## src/rtl/imc_pkg.sv

```systemverilog
// Shared definitions for the instruction memory controller: phase encoding and opcode constants.
package imc_pkg;

    typedef enum logic [1:0] {
        ST_IDLE = 2'd0,
        ST_LOAD = 2'd1,
        ST_RUN  = 2'd2,
        ST_HALT = 2'd3
    } imc_state_e;

    // Returned in place of memory data for fetches past the loaded program
    localparam logic [7:0] OP_NOP = 8'd34;

endpackage

```

## src/rtl/imc_fetch_pipe.sv

```systemverilog
// One-stage register tracking which fetch requests return data next cycle and whether they were out of bounds.
module imc_fetch_pipe (
    input  logic clk,
    input  logic rst,
    input  logic accept,
    input  logic oob_in,
    output logic valid_o,
    output logic oob_o
);

    logic valid_q, valid_d;
    logic oob_q, oob_d;

    always_comb begin
        valid_d = accept;
        oob_d   = accept & oob_in;
    end

    always_ff @(posedge clk) begin
        if (rst) begin
            valid_q <= 1'b0;
            oob_q   <= 1'b0;
        end else begin
            valid_q <= valid_d;
            oob_q   <= oob_d;
        end
    end

    assign valid_o = valid_q;
    assign oob_o   = oob_q;

endmodule

```

## src/rtl/instr_mem_ctrl.sv

```systemverilog
// Instruction memory sequencer: program download, core fetch with bounds guard, halt.
// Define IMC_OVF_CHK_EN to stop writes once the memory is full and raise the sticky ld_err flag.
module instr_mem_ctrl
    import imc_pkg::*;
#(
    parameter int DATA_WIDTH = 8,
    parameter int ADDR_WIDTH = 8
) (
    input  logic                    clk,
    input  logic                    rst,
    input  logic                    load_start,
    input  logic                    ld_valid,
    input  logic [2*DATA_WIDTH-1:0] ld_data,
    input  logic                    ld_last,
    output logic                    ld_ready,
    input  logic                    run_start,
    input  logic                    core_halt,
    input  logic                    fetch_req,
    input  logic [ADDR_WIDTH-1:0]   fetch_addr,
    output logic                    fetch_ready,
    output logic                    fetch_valid,
    output logic [DATA_WIDTH-1:0]   fetch_instr,
    output logic                    fetch_oob,
    output logic [ADDR_WIDTH:0]     prog_len,
    output logic [1:0]              state_o,
    output logic                    ld_err,
    output logic                    mem_we,
    output logic [2*DATA_WIDTH-1:0] mem_w_instr,
    output logic [ADDR_WIDTH-1:0]   mem_w_addr,
    output logic [ADDR_WIDTH-1:0]   mem_r_addr,
    input  logic [DATA_WIDTH-1:0]   mem_r_instr
);

    localparam logic [ADDR_WIDTH:0]   CAPACITY      = {1'b1, {ADDR_WIDTH{1'b0}}};
    localparam logic [ADDR_WIDTH:0]   LEN_STEP      = (ADDR_WIDTH + 1)'(2);
    localparam logic [ADDR_WIDTH:0]   LAST_BEAT_LEN = CAPACITY - LEN_STEP;
    localparam logic [ADDR_WIDTH-1:0] ADDR_STEP     = ADDR_WIDTH'(2);

    imc_state_e            state_q, state_d;
    logic [ADDR_WIDTH-1:0] wptr_q, wptr_d;
    logic [ADDR_WIDTH:0]   prog_len_q, prog_len_d;

    logic                  restart;
    logic                  beat;
    logic                  drop;
    logic                  write_en;
    logic [ADDR_WIDTH-1:0] w_base;
    logic [ADDR_WIDTH:0]   len_base;
    logic                  accept;
    logic                  req_oob;
    logic                  pipe_oob;

    // A load_start seen during LOAD rebases the same-cycle beat to address 0
    always_comb begin
        state_d    = state_q;
        wptr_d     = wptr_q;
        prog_len_d = prog_len_q;
        restart    = 1'b0;
        beat       = 1'b0;
        drop       = 1'b0;
        write_en   = 1'b0;
        w_base     = wptr_q;
        len_base   = prog_len_q;

        case (state_q)
            ST_IDLE, ST_HALT: begin
                if (load_start) begin
                    state_d = ST_LOAD;
                    restart = 1'b1;
                end else if (run_start) begin
                    state_d = ST_RUN;
                end
            end
            ST_LOAD: begin
                restart = load_start;
                beat    = ld_valid;
                if (ld_valid && ld_last) begin
                    state_d = ST_IDLE;
                end
            end
            ST_RUN: begin
                if (core_halt) begin
                    state_d = ST_HALT;
                end
            end
        endcase

        if (restart) begin
            w_base     = '0;
            len_base   = '0;
            wptr_d     = '0;
            prog_len_d = '0;
        end

        if (beat) begin
`ifdef IMC_OVF_CHK_EN
            drop = (len_base == CAPACITY);
`endif
            if (!drop) begin
                write_en   = !rst;
                wptr_d     = w_base + ADDR_STEP;
                prog_len_d = (len_base >= LAST_BEAT_LEN) ? CAPACITY : len_base + LEN_STEP;
            end
        end
    end

    always_ff @(posedge clk) begin
        if (rst) begin
            state_q    <= ST_IDLE;
            wptr_q     <= '0;
            prog_len_q <= '0;
        end else begin
            state_q    <= state_d;
            wptr_q     <= wptr_d;
            prog_len_q <= prog_len_d;
        end
    end

`ifdef IMC_OVF_CHK_EN
    logic ld_err_q, ld_err_d;

    always_comb begin
        ld_err_d = ld_err_q;
        if (restart) begin
            ld_err_d = 1'b0;
        end
        if (drop) begin
            ld_err_d = 1'b1;
        end
    end

    always_ff @(posedge clk) begin
        if (rst) begin
            ld_err_q <= 1'b0;
        end else begin
            ld_err_q <= ld_err_d;
        end
    end

    assign ld_err = ld_err_q;
`else
    assign ld_err = 1'b0;
`endif

    assign ld_ready    = (state_q == ST_LOAD);
    assign mem_we      = write_en;
    assign mem_w_addr  = write_en ? w_base : '0;
    assign mem_w_instr = write_en ? ld_data : '0;

    // The memory registers its read, so the address goes out combinationally
    assign fetch_ready = (state_q == ST_RUN) && !mem_we;
    assign accept      = fetch_req && fetch_ready;
    assign req_oob     = ({1'b0, fetch_addr} >= prog_len_q);
    assign mem_r_addr  = (state_q == ST_RUN) ? fetch_addr : '0;

    imc_fetch_pipe u_fetch_pipe (
        .clk     (clk),
        .rst     (rst),
        .accept  (accept),
        .oob_in  (req_oob),
        .valid_o (fetch_valid),
        .oob_o   (pipe_oob)
    );

    assign fetch_oob   = pipe_oob;
    assign fetch_instr = !fetch_valid ? '0 :
                         pipe_oob     ? DATA_WIDTH'(OP_NOP) : mem_r_instr;
    assign prog_len    = prog_len_q;
    assign state_o     = state_q;

endmodule
```

## config.mk

```make
export PLATFORM = sky130hd
export DESIGN_NAME = instr_mem_ctrl
export DESIGN_NICKNAME = d
export VERILOG_FILES = /design/src/rtl/imc_pkg.sv /design/src/rtl/imc_fetch_pipe.sv /design/src/rtl/instr_mem_ctrl.sv
export SDC_FILE = /design/constraint.sdc
export NUM_CORES = 1
export LEC_CHECK = 0
export CAP_MARGIN = 20
export CORE_AREA = 5 5 51 97
export DETAILED_ROUTE_END_ITERATION = 12
export DIE_AREA = 0 0 56 102
export PLACE_DENSITY = 0.88
export RECOVER_POWER = 100
export REMOVE_ABC_BUFFERS = 1
export SETUP_SLACK_MARGIN = 0.02
export SKIP_CTS_REPAIR_TIMING = 1
export SYNTH_ARGS = -nofsm -noshare
export SYNTH_HDL_FRONTEND = slang
export SYNTH_SLANG_ARGS = --single-unit
```

## constraint.sdc

```tcl
create_clock -name clk -period 4.9 [get_ports clk]
set_input_delay 0.98 -clock clk [delete_from_list [all_inputs] [get_ports clk]]
set_output_delay 0.98 -clock clk [all_outputs]
set_load 0.05 [all_outputs]
```

* Word-level counts from Yosys, hierarchy flattened *
Index checks and enable logic that the tools add are counted.

storage, ports and cells
  memories = 0
  bits of input ports = 40
  register bits after elaboration = 21
  memory bits (writable) = 0
  memory bits (read-only) = 0
  word-level logic and storage cells = 43
  latch bits = 0
  output and inout port bits = 57

operators by class
  bitwise operators = 1
  $add $sub $neg = 2
  mux-type cells = 19
  shift-type cells = 0
  multipliers = 0
  equal/unequal tests = 6
  divide/modulo/power cells = 0
  reduce and logical (&&, ||, !) cells = 8
  $lt $le $gt $ge = 2

operator list
  operator             number
  $mux 8               6
  $mux 9               3
  $mux 16              1
  $add 9x2->9 const B  1
  $ge 8x9->1           1
  $ge 9x8->1 const B   1
  $add 8x2->8 const B  1
  $mux 2               4
  $pmux 2 s3           1
  $eq 2x2->1 const B   2
  $logic_and 1x1->1    3
  $mux 1               3
  $ne 3x3->1 const B   1
  $reduce_and 3->1     1
  $eq 2x1->1 const B   1
  $logic_not 1->1      2
  $logic_not 2->1      1
  $ne 2x1->1 const B   1
  $ne 2x2->1 const B   1
  $pmux 1 s2           1
  $reduce_or 2->1      1
  $and 1x1->1          1

* Longest topological paths before layout *
Gate-level depths: netlist of the first run.

  word-level depth = 7
  mapped depth = 9
  depth with buffers taken out = 9

* Cells and area by module *
From an unflattened synthesis of the first run, not the netlist that was laid out.

unflattened totals
  cells, all modules = 195
  area, all modules = 1620.3 sq um

by module, submodules not included
  module          area an instance (sq um)  times used  cells each  sequential area each (sq um)
  instr_mem_ctrl  1565.3                    1           191         380.4
  imc_fetch_pipe  55.1                      1           4           40.0

* Worst setup path before layout of the first run *
No wires, ideal clock.

  path type = reg2out
  from = reg state_q[1] (netlist: state_o[1])
  to = out mem_w_addr[7]
  cell stages (with the launch flop) = 6
  required time = 3920 ps
  data arrival time = 2882 ps
  setup slack = 1038 ps
  path buffers = 1
  cell sequence = dfxtp_1 > ha_1 > nand2b_2 > buf_4 > nand2_1 > nor3_1

between the ends
  cells in the longest elaborated chain, start to end = 5
  elaborated cells between the ends (all ways) = 9
  classes of those cells = 2 x eq/ne; 5 x mux; 2 x reduce/logical

ends and longest elaborated chain
  what                                           line                   source
  start, declared                                instr_mem_ctrl.sv:39   imc_state_e state_q, state_d;
  start signal, assigned                         instr_mem_ctrl.sv:113  state_q <= state_d;
  $eq 2x2->1 or $logic_not 2->1 (tied branches)  instr_mem_ctrl.sv:65   case (state_q)
  $reduce_or 2->1                                instr_mem_ctrl.sv:65
  $pmux 1 s2                                     instr_mem_ctrl.sv:65
  $mux 8                                         -
  $mux 8 (*)                                     instr_mem_ctrl.sv:147  assign mem_w_addr = write_en ? w_base : '0;
  end, declared                                  instr_mem_ctrl.sv:29   output logic [ADDR_WIDTH-1:0] mem_w_addr,

Mark *: on every way between the ends. The rest lies on a longest branch, timed or not.

* Worst setup path in the final report of the first run *
  from = in ld_valid
  to = out mem_w_addr[5]

between the ends
  cells in the longest elaborated chain, start to end = 3

ends and longest elaborated chain
  what             line                   source
  start, declared  instr_mem_ctrl.sv:12   input logic ld_valid,
  $mux 1           instr_mem_ctrl.sv:65
  $mux 1           instr_mem_ctrl.sv:95   if (beat) begin
  $mux 8           instr_mem_ctrl.sv:147

No other way between the ends.

==> metrics, run 1 <==
Final ANT Viol Nets 0; antenna violations before repair 0; DRC 0; CP startpoint ld_valid; Synth top area share 0.2595; DIE AREA 5712 sq um; max-cap violations 0; FFs w/ async S/R, synth 0; R2R Path Start state_o[0]$_SDFFE_PP0P_; CP Max Fanout 23; global-route layer with the greatest usage met2; number of synthesis warnings 0; Seq pwr share 0.250; Peak VDD IR between 0.3 and 0.4 mV; met3 usage 0.03034; Crit path max-delay family buffers and inverters; Clock transition at path regs ~0.070 ns; most common cell in the synthesized netlist and2_1; Setup-failing EPs final 0; normalized max-slew margin 0.5213; total gr overflow 0; setup tns final 0 ns; CTS Sinks 21; number of synthesized register bits 21; sequential area share after synthesis 0.2595; startpoint of the lowest-slack hold path wptr_q[0]$_SDFF_PP0_; HP Class register to register; crit path kind primary input to output pin; final hold violation count 0; gr usage total 0.1660; Crit path top cell by count dlygate4sd3_1; delay of the slowest critical-path stage ~0.87 ns; RSZ-0062 raised after global routing no; Final Worst Setup Slack 0.5080 ns; switching share of power 0.4920; Internal about 400 uW; crit-path cells dlygate4sd3_1 -> nand2_4 -> nor2_2 -> and3_1 -> dlygate4sd3_1; Core Footprint between 4000 and 5000 sq um; Iter 0 DRT Violations 34; met1 Resource Use GR 0.1465; pin count of the biggest net entering global routing 24; Chip Width around 56 um; cell row count 33; Die H roughly 100 um; total iterations of the first detailed-routing run 4; Avg Inst Size Synth slightly above 8 sq um; clk buf depth 2; layout cells sized above 1 0.03833; routed vias/inst between 5 and 6; Final min period 4.392 ns; root buffer cell clkbuf_8; wire per inst about 14 um; Post-synth EDFFs 0; count of final max-slew check failures 0; htree depth 1; worst slew pin tran around 0.72 ns; CP max-delay cell dlygate4sd3_1; initial core utilization 0.3964; Logic pwr share 0.603; top cells by area, synth dfxtp_1 26%, and2_1 14%, ha_1 9.3%, nor2_1 3.7%, xnor2_1 3.2%; FILL cells around 350; met2 Resource Use GR 0.3499; outcome complete, no violations; Mapped Area around 1600 sq um; Post-Syn Instances approximately 200; Post-Route WL around 4800 um; I/O Pins 97; worst skew pair latency roughly 0.26 ns; TritonCTS clock tree yes; nets@finish 340; FMAX approximately 230 MHz; count of cell types in the netlist slightly below 50; R2R depth 9; Clock power frac 0.146; WP data arrival ~3.4 ns; Crit path required time ~4 ns; vias in the first global route 1,706; leading area contributor after synthesis dfxtp_1; Antenna diodes 0; LEAKAGE approximately 0.0012 uW; P per Cell Area a little over 300 nW/um^2; final critical-path share of the clock period 0.8963; top cells by count, synth 36 x and2_1, 21 x dfxtp_1, 16 x nor2_1, 12 x ha_1, 12 x inv_1; Net Sw Power ~390 uW; critical path startpoint category primary input; Top FF cell, synth dfxtp_1; CP Depth 5; Worst Setup End Kind output pin; hold path cells 1; CP Buf/Inv Count 2; Layout area overhead 59.77%; PortBufs 95; dpl hpwl slightly above 4000 um; Inserted Clock Buffers 3; pre-CTS setup slack a little over 0.6 ns; vias around 1,700; first-pass GRT wire length 7603 um; Final GP Congestion around 0.79; clk_skew between 0.0009 and 0.001 ns
[worst reg2reg max path: stages (launching register included)]
cell and delay (ns):
dfxtp_1 0.34, inv_1 0.06, ha_1 0.39, nand2b_1 0.51, and2_0 0.28, ha_1 0.24
nand3_1 0.15, nor4b_1 0.35, xor2_1 0.19, nor2_1 0.05
[cell families after synthesis]
| logic type | count (synthesis) | share of synthesized area |
|---|---|---|
| adder cells (fa/ha/maj) | 12 | 0.09266 |
| AND/OR/NAND/NOR | 106 | 0.3985 |
| AO/OA/AOI/OAI | 24 | 0.1251 |
| multiplexers | 1 | 0.006178 |
| XOR/XNOR | 9 | 0.04865 |
| flip-flops | 21 | 0.2595 |
| buffers and inverters | 21 | 0.06717 |
| other | 1 | 0.002314 |
[metal layers]
metal / vias to the layer above / part of all wire / wire length, um
met5: - / 0 / 0
met4: 0 / 0.026 / 124
met3: 10 / 0.047 / 226
met2: 56 / 0.61 / 2910
met1: 791 / 0.32 / 1540
li1: 852 / - / -
[cell type report]
cell class	instances	area (sq um)	area share
multi-input combinational	153	1055	0.4074
timing repair buffer	97	958.4	0.3702
sequential	21	420.4	0.1624
tap	52	65.06	0.02513
clock buffer	4	45.04	0.01740
inverter	12	45.04	0.01740
[flip-flops by register name (all words and copies together), names as in the netlist]
signal	flops
u_fetch_pipe.oob_o	1
wptr_q	8
prog_len	9
u_fetch_pipe.valid_o	1
state_o	2
[metrics by stage]
| step | util | power, uW | cell area [sq um] | cells | hold WS (ns) |
|---|---|---|---|---|---|
| final | 0.6333 | 785.2 | 2589 | 339 | 0.4630 |
| after global routing | 0.6333 | 823.9 | 2589 | 339 | 0.4766 |
| after CTS | 0.6440 | 831.3 | 2633 | 339 | 0.4674 |
| after detailed placement | 0.6330 | 717.3 | 2587 | 335 | 0.4451 |
| after global placement | 0.6330 | 709.7 | 2587 | 335 | 0.4344 |
| after floorplan | - | 542.2 | 1556 | 186 | 0.4210 |
[power by group through the flow]
stage / combinational [uW] / sequential [uW] / clock (uW)
6_report: 474 / 197 / 115
5_1_grt: 504 / 200 / 120
4_1_cts: 517 / 197 / 117
3_5_place_dp: 516 / 202 / 0
3_3_place_gp: 509 / 201 / 0
2_1_floorplan: 302 / 240 / 0
[final timing paths]
path	endpoint	slack, ns
hold / removal	wptr_q[0]$_SDFF_PP0_	0.46
setup / recovery	mem_w_addr[5]	0.51
hold reg to reg	wptr_q[0]$_SDFF_PP0_	0.46
setup reg to reg	wptr_q[7]$_SDFF_PP0_	2.21
[cells in the final DEF (no fill, tap or decap), types with 2 or more instances in the layout]
cell type / count
a211oi_1: 2
a21oi_1: 6
a311oi_1: 2
and2_1: 35
and3_1: 6
and3b_1: 2
and4_1: 2
clkbuf_1: 3
clkbuf_8: 3
clkdlybuf4s50_1: 36
dfxtp_1: 21
dlygate4sd3_1: 59
ha_1: 12
inv_1: 12
nand2_1: 8
nand2b_1: 5
nand3_1: 7
nand4_1: 5
nor2_1: 16
nor2b_1: 3
nor3_1: 7
o2111ai_1: 2
o21a_1: 2
o21ai_0: 3
xnor2_1: 6
xor2_1: 3
(Power assumes the default switching activity.)
==> inputs of run 2 (changes only) <==
--- a/config.mk
+++ b/config.mk
@@ -5,11 +5,10 @@
 export SDC_FILE = /design/constraint.sdc
 export NUM_CORES = 1
 export LEC_CHECK = 0
-export CAP_MARGIN = 20
 export CORE_AREA = 5 5 51 97
 export DETAILED_ROUTE_END_ITERATION = 12
 export DIE_AREA = 0 0 56 102
-export PLACE_DENSITY = 0.88
+export PLACE_DENSITY_LB_ADDON = 0.05
 export RECOVER_POWER = 100
 export REMOVE_ABC_BUFFERS = 1
 export SETUP_SLACK_MARGIN = 0.02
==> run 2 against run 1 <==
Net effect:
- worst hold slack gained 0.0019 ns
- via count shrank 1.4%
- total power barely moved
- clock skew grew 0.0026 ns
- cell count is the same
- clock power about the same
- non-clock buffer count is the same
- worst setup slack better by 0.029 ns
- critical path type unchanged
- highest routed layer unchanged
==> metrics, run 2 (synthesized netlist as in run 1, its figures left out) <==
outcome complete, no violations; vias in the first global route 1,637 (-4.0%); first-pass GRT wire length 7452 um (-2.0%); dpl hpwl 3972 um (-1.7%); PortBufs 95 (unchanged); WP data arrival 3.38 ns (-0.03 ns); Final GP Congestion 0.8303 (+5.5%); Final ANT Viol Nets 0 (unchanged); RSZ-0062 raised after global routing no; LEAKAGE 0.001174 uW (unchanged); P per Cell Area 303.4 nW/um^2 (about the same); TritonCTS clock tree yes; cell area after layout 2589 sq um (unchanged); Final min period 4.363 ns (-0.02947 ns); multi-input logic area 1055 sq um (unchanged); Net Sw Power 387.0 uW (+0.16%); CP max-delay cell dlygate4sd3_1; root buffer cell clkbuf_8; setup tns final 0 ns (unchanged); Chip Width 56 um (unchanged); FILL cells 369 (+4.8%); DRC 0 (unchanged); Setup-failing EPs final 0 (unchanged); I/O Pins 97 (unchanged); vias 1,685 (-1.4%); normalized max-slew margin 0.5318 (+0.01050); Iter 0 DRT Violations 23 (-32%); Layout area overhead 59.77% (unchanged); Logic pwr share 0.600 (-0.003); Core Footprint 4088 sq um (unchanged); clk buf depth 2 (unchanged); pre-CTS setup slack 0.6215 ns (+0.01326 ns); most common cell after layout, fill and taps aside dlygate4sd3_1; R2R depth 8 (-1); most frequent cells in the layout 59 x dlygate4sd3_1, 36 x clkdlybuf4s50_1, 35 x and2_1; Final Worst Setup Slack 0.5374 ns (+0.02947 ns); Die H 102 um (unchanged); layout cells sized above 1 0.03833 (unchanged); Min Hold Slack 0.4649 ns (+0.001855 ns); Internal 398.5 uW (about the same); Clock transition at path regs 0.08 ns (about the same); CP Max Fanout 23 (unchanged); switching share of power 0.4926 (+0.0006073); final hold violation count 0 (unchanged); Worst Setup End Kind output pin; nets@finish 340 (unchanged); DIE AREA 5712 sq um (unchanged); cell row count 33 (unchanged); final critical-path share of the clock period 0.8903 (-0.006013); Area after DPL 2587 sq um (unchanged); clk_skew 0.003588 ns (+0.002645 ns); Inserted Clock Buffers 3 (unchanged); worst slew pin tran 0.7023 ns (-0.01575 ns); worst skew pair latency 0.26 ns (about the same); hold path cells 1 (unchanged); crit path kind primary input to output pin; total iterations of the first detailed-routing run 4 (unchanged); Post-Route WL 4764 um (-0.75%); delay of the slowest critical-path stage 0.87 ns (about the same); Peak VDD IR 0.3560 mV (+9.0%); pin count of the biggest net entering global routing 24 (unchanged); antenna violations before repair 0 (unchanged); Reg area 420.4 sq um (unchanged); routed vias/inst 4.971 (-1.4%); CTS Sinks 21 (unchanged); initial core utilization 0.3964 (unchanged); gr usage total 0.1646 (-0.001382); Seq pwr share 0.252 (+0.002); Crit path top cell by count dlygate4sd3_1; HP Class register to register; total gr overflow 0 (unchanged); FMAX 229.2 MHz (+0.68%); wire per inst 14.05 um (-0.75%); crit-path cells dlygate4sd3_1 -> nand2_4 -> nor2_2 -> and3_1 -> dlygate4sd3_1; htree depth 1 (unchanged); Clock power frac 0.147 (about the same); max-cap violations 0 (unchanged); Antenna diodes 0 (unchanged); critical path startpoint category primary input; count of final max-slew check failures 0 (unchanged); Crit path required time 3.92 ns (about the same); max FFs per register 9 (unchanged)
[run 2: layout make-up]
type,instances,share of cell area
Clock buffer,4,0.01740
Inverter,12,0.01740
Multi-Input combinational cell,153,0.4074
Sequential cell,21,0.1624
Tap cell,52,0.02513
Timing Repair Buffer,97,0.3702
[run 2: critical path, delay by kind of cell]
family,cells,cell delay (ns)
simple gates,3,0.87
buf+inv,2,1.53
[run 2: path summary, 6_finish.rpt]
kind / startpoint / to / slack [ns]
max: ld_valid / mem_w_addr[3] / 0.54
min: wptr_q[0]$_SDFF_PP0_ / wptr_q[0]$_SDFF_PP0_ / 0.46
max reg2reg: state_o[1]$_SDFFE_PP0P_ / wptr_q[7]$_SDFF_PP0_ / 2.14
min reg2reg: wptr_q[0]$_SDFF_PP0_ / wptr_q[0]$_SDFF_PP0_ / 0.46
[run 2: stage by stage]
step	total power, uW	util	cells
after floorplan	542.2	-	186
after global placement	713.1	0.6330	335
after detailed placement	715.4	0.6330	335
after CTS	830.9	0.6440	339
after global routing	832.9	0.6333	339
final	785.5	0.6333	339
[run 2: power by group through the flow]
stage / combinational (uW) / sequential (uW) / clock [uW]
finish: 471 / 198 / 116
global route: 506 / 202 / 125
CTS: 513 / 200 / 118
detailed placement: 512 / 203 / 0
global placement: 509 / 204 / 0
floorplan: 302 / 240 / 0
[run 2: layer usage]
metal  wire, um  vias to the layer above  GRT usage
met5          0                        -          0
met4        174                        0    0.09506
met3        290                       13    0.02908
met2       2401                       76     0.3003
met1       1898                      747     0.1747
li1           -                      849          -
==> inputs of run 3 (changes only) <==
--- a/config.mk
+++ b/config.mk
@@ -10,9 +10,9 @@
 export DIE_AREA = 0 0 56 102
 export PLACE_DENSITY_LB_ADDON = 0.05
 export RECOVER_POWER = 100
-export REMOVE_ABC_BUFFERS = 1
 export SETUP_SLACK_MARGIN = 0.02
 export SKIP_CTS_REPAIR_TIMING = 1
 export SYNTH_ARGS = -nofsm -noshare
 export SYNTH_HDL_FRONTEND = slang
 export SYNTH_SLANG_ARGS = --single-unit
+export TNS_END_PERCENT = 10
==> run 3 against run 2 <==
Net effect:
- utilization did not move
- clock power barely moved
- sequential power barely moved
- critical endpoint unchanged
==> metrics, run 3 (synthesized netlist as in run 1, its figures left out) <==
clk buf depth 2 (unchanged); clk_skew 0.004101 ns (+0.0005134 ns); CP Max Fanout 23 (unchanged); Setup-failing EPs final 0 (unchanged); max FFs per register 9 (unchanged); most frequent cells in the layout 59 x dlygate4sd3_1, 36 x clkdlybuf4s50_1, 34 x and2_1; normalized max-slew margin 0.5267 (-0.005055); Die H 102 um (unchanged); Final GP Congestion 0.8521 (+2.6%); initial core utilization 0.3964 (unchanged); Antenna diodes 0 (unchanged); hold path cells 1 (unchanged); Post-Route WL 4768 um (about the same); hold endpoint wptr_q[0]$_SDFF_PP0_; setup tns final 0 ns (unchanged); PortBufs 95 (unchanged); Min Hold Slack 0.4653 ns (+0.0004030 ns); Final min period 4.370 ns (+0.007501 ns); Chip Width 56 um (unchanged); max-cap violations 0 (unchanged); TritonCTS clock tree yes; HP Class register to register; Final ANT Viol Nets 0 (unchanged); Core Footprint 4088 sq um (unchanged); WP data arrival 3.39 ns (about the same); root buffer cell clkbuf_8; nets@finish 340 (unchanged); outcome complete, no violations; Worst Setup End Kind output pin; startpoint of the lowest-slack hold path wptr_q[0]$_SDFF_PP0_; CTS Sinks 21 (unchanged); most common cell after layout, fill and taps aside dlygate4sd3_1; wire per inst 14.06 um (about the same); vias 1,682 (-0.18%); DRC 0 (unchanged); Inserted Clock Buffers 3 (unchanged); FF-to-FF setup slack 2.10 ns (-0.04 ns); dpl hpwl 3973 um (about the same); RSZ-0062 raised after global routing no; total gr overflow 0 (unchanged); final critical-path share of the clock period 0.8919 (+0.001531); antenna violations before repair 0 (unchanged); vias in the first global route 1,691 (+3.3%); final hold violation count 0 (unchanged); Iter 0 DRT Violations 28 (+22%); I/O Pins 97 (unchanged); Synth Net Count about 250; count of final max-slew check failures 0 (unchanged); P per Cell Area 304.3 nW/um^2 (+0.28%); routed vias/inst 4.962 (-0.18%); R2R depth 9 (+1); Layout area overhead 59.77% (unchanged); gr usage total 0.1703 (+0.005747); first-pass GRT wire length 7831 um (+5.1%); worst r2r dst wptr_q[7]$_SDFF_PP0_; Clock transition at path regs 0.08 ns (about the same); Final Worst Setup Slack 0.5299 ns (-0.007501 ns); cell row count 33 (unchanged); Crit path required time 3.92 ns (about the same); worst slew pin tran 0.7099 ns (+0.007583 ns); layout cells sized above 1 0.03833 (unchanged); total iterations of the first detailed-routing run 6 (+2); critical path startpoint category primary input; R2R Path Start state_o[0]$_SDFFE_PP0P_; LEAKAGE 0.001173 uW (about the same); htree depth 1 (unchanged); Peak VDD IR 0.3144 mV (-12%); DIE AREA 5712 sq um (unchanged); crit path kind primary input to output pin; pre-CTS setup slack 0.6164 ns (-0.005116 ns); pin count of the biggest net entering global routing 24 (unchanged); worst skew pair latency 0.27 ns (about the same); FMAX 228.8 MHz (-0.17%)
-- run 3: cell count changes in the layout (fill, tap and decap cells not counted) --
cell    before  now
and2_1      35   34
and2_0       1    2
-- run 3: where the power goes --
part | internal (uW) | switching (uW)
sequential | 184 | 14.2
combinational | 156 | 315
clock | 58.1 | 59.6
-- run 3: layout make-up --
cell class              count  area, sq um
inverters                  12        45.04
repair buffers             97        958.4
multi-input cells         153         1055
flip-flops and latches     21        420.4
fillers                   367         1499
well taps                  52        65.06
clock buffers               4        45.04
-- run 3: metrics by stage --
step	cell area, sq um	power [uW]	utilization	instances
6_report	2589	787.7	0.6333	339
3_5_place_dp	2587	716.2	0.6330	335
3_3_place_gp	2587	714.1	0.6330	335
2_1_floorplan	1620	562.8	-	195
5_1_grt	2589	834.6	0.6333	339
4_1_cts	2633	832.0	0.6440	339
-- run 3: how the worst max path moves through the flow --
stage	end	start	slack, ns
6_report	mem_w_addr[3]	ld_valid	0.53
3_5_place_dp	mem_w_addr[3]	ld_valid	0.62
4_1_cts	mem_w_addr[3]	ld_valid	0.62
2_1_floorplan	mem_w_addr[7]	state_o[1]$_SDFFE_PP0P_	1.04
3_3_place_gp	mem_w_addr[4]	ld_valid	0.69
5_1_grt	mem_w_addr[6]	ld_valid	0.36
-- run 3: per-layer routing --
layer	GRT usage	part of all wire	routed length, um	up-vias
met3	0.03034	0.069	329	9
met4	0.06947	0.022	107	0
met2	0.3318	0.52	2501	78
met5	0	0	0	-
li1	-	-	-	850
met1	0.1749	0.38	1830	745
-- run 3: worst max-delay path, cell delays in order --
cell and delay, ns:
dlygate4sd3_1 0.66, nand2_4 0.13, nor2_2 0.50, and3_1 0.24, dlygate4sd3_1 0.88
